$ cat src/rtl/pipe_ctrl_pkg.sv
// Shared pipeline-control definitions: stall vector layout and
// the halt/drain sequencer states.
package pipe_ctrl_pkg;

    localparam int STALL_WIDTH = 4;

    localparam int STALL_PC = 0;
    localparam int STALL_IF = 1;
    localparam int STALL_ID = 2;
    localparam int STALL_EX = 3;

    typedef enum logic [1:0] {
        RUN    = 2'd0,
        DRAIN  = 2'd1,
        HALTED = 2'd2
    } ctrl_state_e;

endpackage

$ cat src/rtl/pipe_ctrl.sv
// Central pipeline sequencer: stall vector, redirect arbitration,
// interrupt latch and debug halt/resume handshake.
module pipe_ctrl
    import pipe_ctrl_pkg::*;
#(
    parameter logic [31:0] RESET_ADDR = 32'h0
) (
    input  logic                   clk,
    input  logic                   rst_n,
    input  logic                   ex_busy_i,
    input  logic                   jump_req_i,
    input  logic [31:0]            jump_addr_i,
    input  logic                   int_req_i,
    input  logic [31:0]            int_addr_i,
    output logic                   int_ack_o,
    input  logic                   dbg_halt_req_i,
    input  logic                   dbg_resume_req_i,
    output logic                   dbg_halted_o,
    output logic [STALL_WIDTH-1:0] stall_o,
    output logic                   flush_o,
    output logic [31:0]            flush_addr_o
);

    ctrl_state_e state_q;
    ctrl_state_e state_d;
    logic        int_pend_q;
    logic [31:0] int_addr_q;
    logic        int_take;

    assign int_take = int_pend_q && (state_q == RUN) && !ex_busy_i;

    always_ff @(posedge clk or negedge rst_n) begin
        if (!rst_n) begin
            state_q <= RUN;
        end else begin
            state_q <= state_d;
        end
    end

    always_comb begin
        state_d = state_q;
        unique case (state_q)
            RUN: begin
                if (dbg_halt_req_i) state_d = DRAIN;
            end
            DRAIN: begin
                if (!ex_busy_i) state_d = HALTED;
            end
            HALTED: begin
                if (dbg_resume_req_i && !dbg_halt_req_i) state_d = RUN;
            end
            default: state_d = RUN;
        endcase
    end

    // A new request beats a same-cycle take: latest vector stays pending.
    always_ff @(posedge clk or negedge rst_n) begin
        if (!rst_n) begin
            int_pend_q <= 1'b0;
            int_addr_q <= 32'h0;
        end else if (int_req_i) begin
            int_pend_q <= 1'b1;
            int_addr_q <= int_addr_i;
        end else if (int_take) begin
            int_pend_q <= 1'b0;
        end
    end

    always_comb begin
        stall_o = '0;
        unique case (state_q)
            RUN: begin
                stall_o[STALL_PC] = ex_busy_i;
                stall_o[STALL_IF] = ex_busy_i;
                stall_o[STALL_ID] = ex_busy_i;
            end
            DRAIN: begin
                stall_o[STALL_PC] = 1'b1;
                stall_o[STALL_IF] = 1'b1;
                stall_o[STALL_ID] = 1'b1;
            end
            HALTED: begin
                stall_o = '1;
            end
            default: stall_o = '0;
        endcase
    end

    always_comb begin
        flush_o      = 1'b0;
        flush_addr_o = RESET_ADDR;
        if (int_take) begin
            flush_o      = 1'b1;
            flush_addr_o = int_addr_q;
        end else if (jump_req_i && (state_q != HALTED)) begin
            flush_o      = 1'b1;
            flush_addr_o = jump_addr_i;
        end
    end

    assign int_ack_o    = int_take;
    assign dbg_halted_o = (state_q == HALTED);

    a_no_jump_while_busy: assert property (
        @(posedge clk) disable iff (!rst_n) !(jump_req_i && ex_busy_i)
    );

endmodule

$ cat config.mk
export PLATFORM = sky130hd
export DESIGN_NAME = pipe_ctrl
export DESIGN_NICKNAME = d
export VERILOG_FILES = /design/src/rtl/pipe_ctrl_pkg.sv /design/src/rtl/pipe_ctrl.sv
export SDC_FILE = /design/constraint.sdc
export NUM_CORES = 1
export LEC_CHECK = 0
export BUFFER_PORTS_ARGS = -buffer_cell sky130_fd_sc_hd__buf_2
export CORE_MARGIN = 5
export CORE_UTILIZATION = 44
export CTS_CLUSTER_DIAMETER = 100
export DETAILED_ROUTE_END_ITERATION = 16
export PLACE_DENSITY = 0.82
export SKIP_LAST_GASP = 1
export SLEW_MARGIN = 10
export SYNTH_ARGS = -nofsm -noshare
export SYNTH_HDL_FRONTEND = slang
export SYNTH_SLANG_ARGS = --single-unit
$ cat constraint.sdc
create_clock -name clk -period 2.14 [get_ports clk]
set_clock_uncertainty 0.05 [all_clocks]
set_input_delay 0.214 -clock clk [delete_from_list [all_inputs] [get_ports clk]]
set_output_delay 0.214 -clock clk [all_outputs]
set_load 0.01 [all_outputs]
==> results of run 1 <==
final cells by class:
| class | count | area share [%] |
|---|---|---|
| Timing Repair inverter | 1 | 0.188 |
| Tap cell | 52 | 2.45 |
| Clock inverter | 1 | 0.188 |
| Inverter | 4 | 0.753 |
| Multi-Input combinational cell | 145 | 35.4 |
| Timing Repair Buffer | 122 | 25.2 |
| Clock buffer | 7 | 2.87 |
| Sequential cell | 35 | 32.9 |
power by group:
| part | total, W | switching, W | leakage, nW | internal (W) |
|---|---|---|---|---|
| clock network | 0.000430 | 0.000202 | 0.0422 | 0.000228 |
| logic | 0.00128 | 0.000680 | 1.03 | 0.000597 |
| registers | 0.000796 | 0.0000494 | 0.409 | 0.000746 |
what timing repair did:
action	in CTS	in global routing
resized for setup	0	10
buffers inserted	0	7
endpoints found under the setup margin	0	33
hold endpoints to repair	35	0
hold buffers	1	0
state kept, by name, indices dropped and copies added, names as in the netlist:
| signal | count |
|---|---|
| int_addr_q | 32 |
| state_q | 2 |
| int_pend_q | 1 |
metrics by stage:
stage | hold WS [ps] | util (%)
after floorplan | -132 | -
after global placement | 282 | 58.1
after detailed placement | 284 | 58.1
after CTS | 106 | 60.3
after global routing | 110 | 62.4
final | 119 | 62.4
layer usage:
layer,global-route usage (%),wire [microns],up-vias
li1,-,-,885
met1,18.9,1850,815
met2,29.3,2360,76
met3,4.49,455,6
met4,4.08,44,0
met5,0,0,-
logic make-up (layout without fill, tap and decap cells):
logic type | count (synthesis) | in the layout | synth area share [%]
AND/OR/NAND/NOR | 102 | 102 | 23.4
flip-flops | 35 | 35 | 46.1
buffers and inverters | 21 | 135 | 5.27
multiplexers | 34 | 34 | 20.1
AO/OA/AOI/OAI | 3 | 3 | 1.18
adder cells (fa/ha/maj) | 6 | 6 | 3.95
worst paths after layout:
path	from	to	slack (ps)
max in group asynchronous	rst_n	int_addr_q[28]	1060
max reg2reg	state_q[1]	state_q[0]	410
max	state_q[0]	flush_addr_o[27]	110
min	int_addr_i[17]	int_addr_q[17]	120
min reg2reg	int_pend_q	int_pend_q	430
min in group asynchronous	rst_n	int_addr_q[20]	500
critical path, cell delays in order, from the launching register on:
cell,delay (ps)
dfrtp_1,400
inv_2,80
ha_4,170
nand3b_1,270
clkinv_2,180
buf_4,170
nand2_1,60
nand2_1,40
buf_2,130
layout by cell type (no fill, tap or decap), types with 2 or more instances in the layout:
cell and instances:
buf_12 2, nand3_1 32, ha_1 5, nand2_1 64, inv_2 2, mux2_2 32, buf_2 109, clkinv_2 2
buf_4 10, dfrtp_1 35, clkbuf_8 5, clkbuf_1 2, mux2_1 2
==> results_dict.tcl, run 1 <==
set metrics [dict create \
    synth-async-reset-ratio_pct 100 \
    path_clk_slew_ps 60 \
    ff_latch_area_sq_um 876 \
    fin_area_sq_um 2660 \
    grt_pass1_wl_mm 7.11 \
    drt_iter0_markers 55 \
    tns_ps 0 \
    slew_headroom_pct 49.7 \
    clock-root-buffer "clkbuf_8" \
    min_path_cells 2 \
    gp_congestion 0.719 \
    gr-total-overflow 0 \
    synth_common_cells "nand2_1 (64), dfrtp_1 (35), mux2_2 (32), nand3_1 (32), buf_2 (8)" \
    synth-edff-count 0 \
    cts_buffer_depth 2 \
    synth_nets 278 \
    die-area_sq_um 5730 \
    hp-class "in -> reg" \
    ios 110 \
    synth.most_common_cell "nand2_1" \
    die_x_microns 75.7 \
    vdd_drop_max_uv 491 \
    worst_ep_arrival_time_ps 1770 \
    hold_viol 0 \
    start_util_pct 44.6 \
    synth_flop_cell "dfrtp_1" \
    drc 0 \
    critPathKind "reg -> out" \
    status "finished clean" \
    ant_nets 0 \
    cts_buffers 5 \
    antenna_found_initial 0 \
    fin_nets 391 \
    grt_max_degree 36 \
    synth_top_area_cell "dfrtp_1" \
    netlist_instances 201 \
    drv_slew 0 \
    setup_viol 0 \
    cts-htree-levels 2 \
    cp-end-kind "primary output" \
    first_pass_iters 5 \
    cts_sinks 35 \
    die_y_microns 75.7 \
    yosysSeqAreaShare_pct 46.1 \
    dp_slack_ps 305 \
    clock.fmax_mhz 492 \
    cts_tree "yes" \
    multi_input_area_sq_um 942 \
    syn_area_sq_um 1900 \
    row_count 24 \
    leakagePower_nw 1.48 \
    p_per_area_nw_per_um2 941 \
    yosysWarnings 0 \
    stdcell_count 367 \
    crit_path_start_kind "register" \
    place_area_sq_um 2480 \
    path_max_fanout 5 \
    rr_worst_depth 4 \
    drive_gt1_share_pct 53.0 \
    final.setup.worst_slack_ps 108 \
    maxCapViolations 0 \
    syn_to_final_growth_pct 40.0 \
    core_area_sq_um 4260 \
    worstSkewPairLatency_ps 270 \
    crit_required_ps 1880 \
    dpl.hpwl_mm 3.56 \
    vias_per_cell 4.86 \
    antenna-diode-count 0 \
    synth.avg_cell_area_sq_um 9.46 \
    worstMarginPinSlew_ps 754 \
    port_buffers 109 \
    grt_pass1_vias 1653 \
    grt_use_total_pct 16.2 \
    post-route-period-util_pct 94.9 \
    wl_per_cell_microns 12.8 \
    place_inst 350 \
    ys_top_cells_by_area "dfrtp_1 (46%), mux2_2 (19%), nand2_1 (13%), nand3_1 (8.4%), ha_1 (3.9%)" \
    period_needed_ps 2030 \
    routed_wl_mm 4.71 \
    synth-seq-cells 35 \
    vias 1782 \
    yosys.area.top_type_share_pct 46.1 \
    yosysUniqueCellTypes 20 \
    rsz0062_at_grt "yes" \
    p_total_w 0.00250 \
    fillers 365 \
]
(Power assumes the default switching activity.)
==> run 2: changes to the inputs <==
--- a/config.mk
+++ b/config.mk
@@ -5,12 +5,15 @@
 export SDC_FILE = /design/constraint.sdc
 export NUM_CORES = 1
 export LEC_CHECK = 0
-export BUFFER_PORTS_ARGS = -buffer_cell sky130_fd_sc_hd__buf_2
+export ABC_AREA = 1
+export BUFFER_PORTS_ARGS = -buffer_cell sky130_fd_sc_hd__buf_4
+export CELL_PAD_IN_SITES_DETAIL_PLACEMENT = 0
+export CELL_PAD_IN_SITES_GLOBAL_PLACEMENT = 1
 export CORE_MARGIN = 5
-export CORE_UTILIZATION = 44
+export CORE_UTILIZATION = 32
 export CTS_CLUSTER_DIAMETER = 100
 export DETAILED_ROUTE_END_ITERATION = 16
-export PLACE_DENSITY = 0.82
+export PLACE_DENSITY = 0.81
 export SKIP_LAST_GASP = 1
 export SLEW_MARGIN = 10
 export SYNTH_ARGS = -nofsm -noshare
==> run 2 against run 1 <==
Flip-flop and latch count stayed put. Global-route usage shrank 4.1 points. Largest cell class unchanged. Clock power grew 8.4%. Combinational power up 30%. Highest routed layer unchanged. Clock-buffer cell count decreased by 1. Cell count up 19%. Power up 16%. Hold slack got worse by 26 ps. Critical path type unchanged. Sequential share of layout area fell by 5.9 points.
==> results_dict.tcl, run 2 <==
set metrics [dict create \
    clock-root-buffer "clkbuf_8" \
    fin_nets 433 \
    synth_nets 323 \
    path_clk_slew_ps 70 \
    yosysUniqueCellTypes 18 \
    cts_sinks 35 \
    grt_pass1_vias 1858 \
    die-area_sq_um 8500 \
    drt_iter0_markers 53 \
    synth_flop_cell "dfrtp_1" \
    die_x_microns 92.2 \
    ios 110 \
    leakagePower_nw 1.67 \
    synth_common_cells "inv_1 (39), nand2_1 (38), dfrtp_1 (35)" \
    cts_buffers 5 \
    cts_tree "yes" \
    post-route-period-util_pct 95.0 \
    crit_required_ps 1880 \
    path_max_fanout 14 \
    critPathKind "reg -> out" \
    yosysWarnings 0 \
    cts_buffer_depth 2 \
    cp-end-kind "primary output" \
    critical_path.max_stage_delay_ps 420 \
    ys_top_cells_by_area "dfrtp_1 (40%), o21ai_2 (12%), nand3_2 (12%), o21ai_0 (7.6%), inv_1 (6.8%)" \
    path_cells "inv_2 -> ha_2 -> inv_1 -> nor2_4 -> nand2_8 -> clkbuf_16 -> o21ai_1 -> buf_4" \
    fillers 702 \
    syn_area_sq_um 2160 \
    drv_slew 0 \
    grt_max_degree 66 \
    maxCapViolations 0 \
    synth-seq-cells 35 \
    row_count 30 \
    final.setup.worst_slack_ps 106 \
    crit_path_start_kind "register" \
    clock.fmax_mhz 492 \
    syn_to_final_growth_pct 50.1 \
    ff_latch_area_sq_um 877 \
    synth_top_area_cell "dfrtp_1" \
    worstMarginPinSlew_ps 542 \
    largest_reg_flops 32 \
    yosysSeqAreaShare_pct 40.5 \
    routed_wl_mm 5.56 \
    antenna_found_initial 0 \
    vdd_drop_max_uv 467 \
    rsz0062_at_grt "yes" \
    mostFrequentLayoutCells "buf_4 (116), nand2_1 (38), inv_1 (37), dfrtp_1 (34), o21ai_0 (33)" \
    utilization_pct 48.6 \
    netlist_instances 246 \
    gp_congestion 0.716 \
    tns_ps 0 \
    port_buffers 109 \
    start_util_pct 32.4 \
    dpl.hpwl_mm 4.07 \
    dp_slack_ps 302 \
    slew_headroom_pct 63.9 \
    hold_viol 0 \
    worst_ep_arrival_time_ps 1770 \
    wl_per_cell_microns 12.8 \
    synth.most_common_cell "inv_1" \
    p_per_area_nw_per_um2 894 \
    period_needed_ps 2030 \
    gr-total-overflow 0 \
    core_area_sq_um 6680 \
    crit_path_top_delay_cell "dfrtp_1" \
    die_y_microns 92.2 \
    first_pass_iters 4 \
    multi_input_area_sq_um 1030 \
    vias_per_cell 4.61 \
    holdWs_ps 92.2 \
    status "finished clean" \
    synth-edff-count 0 \
    grt_pass1_wl_mm 8.52 \
    hp-class "in -> reg" \
    synth-async-reset-ratio_pct 100 \
    setup_viol 0 \
    drc 0 \
    largestRegisters "int_addr_q: 32 flops, state_q: 2 flops, int_pend_q: 1 flops" \
    grt_use_total_pct 12.1 \
    cts-htree-levels 2 \
    worstSkewPairLatency_ps 270 \
    p_total_w 0.00290 \
    ant_nets 0 \
    yosys.area.top_type_share_pct 40.5 \
    final_common_cell "buf_4" \
    drive_gt1_share_pct 53.9 \
    synth.avg_cell_area_sq_um 8.79 \
    top_register "int_addr_q" \
    vias 2008 \
    antenna-diode-count 0 \
]
-- run 2: per-stage QoR --
stage | area (sq um) | std cells
after floorplan | 2160 | 246
after global placement | 3010 | 419
after detailed placement | 3010 | 419
after CTS | 3110 | 427
after global routing | 3250 | 436
final | 3250 | 436
-- run 2: final timing paths --
path | slack [ps] | from | cells after the start | end
hold reg to reg | 480 | int_addr_q[4] | 2 | int_addr_q[4]
setup / recovery | 110 | state_q[1] | 8 | flush_addr_o[3]
hold / removal | 90 | int_addr_i[27] | 3 | int_addr_q[27]
setup reg to reg | 770 | state_q[0] | 8 | state_q[1]
max in group asynchronous | 1290 | rst_n | 2 | state_q[0]
min in group asynchronous | 390 | rst_n | 2 | int_addr_q[29]
-- run 2: cell families (layout without fill, tap and decap cells) --
family	after synthesis	after routing	share of synthesized area, %
buffers and inverters	59	169	13.1
adders and majority gates	6	6	3.47
and+or+nand+nor	78	78	21.9
AOI/OAI and AO/OA	68	68	21.1
DFF	35	35	40.5
-- run 2: final cells by class --
class	count	area share [%]
multi-input cells	152	31.7
repair buffers	123	31.0
clock buffers	6	2.54
inverters	39	4.51
clock inverters	1	0.154
flip-flops and latches	35	27.0
well taps	80	3.08
-- run 2: per-layer routing --
metal / vias up / part of all wire, % / track usage, % / routed length [microns]
li1: 1004 / - / - / -
met1: 934 / 42 / 14.6 / 2340
met2: 66 / 51 / 21.0 / 2840
met3: 4 / 6.1 / 2.95 / 338
met4: 0 / 0.74 / 4.08 / 41
met5: - / 0 / 0 / 0
-- run 2: timing repair --
action / 4_1_cts / 5_1_grt
cloned: 0 / 3
setup endpoints to repair: 1 / 32
endpoints found under the hold margin: 35 / 0
pin swaps: 0 / 2
gates resized for setup: 0 / 7
buffers inserted: 0 / 6
hold buffers: 1 / 0
-- run 2: worst max-delay path, delay by kind of cell, from the launching register on --
family / cells / cell delay [ps]
buffers and inverters: 4 / 510
flip-flops: 1 / 420
AND/OR/NAND/NOR: 2 / 270
adder cells (fa/ha/maj): 1 / 170
AO/OA/AOI/OAI: 1 / 120
-- run 2: power breakdown --
part | leakage (nW) | internal [W] | switching [W]
registers | 0.422 | 0.000740 | 0.0000416
clock network | 0.0470 | 0.000252 | 0.000214
logic | 1.20 | 0.000823 | 0.000832
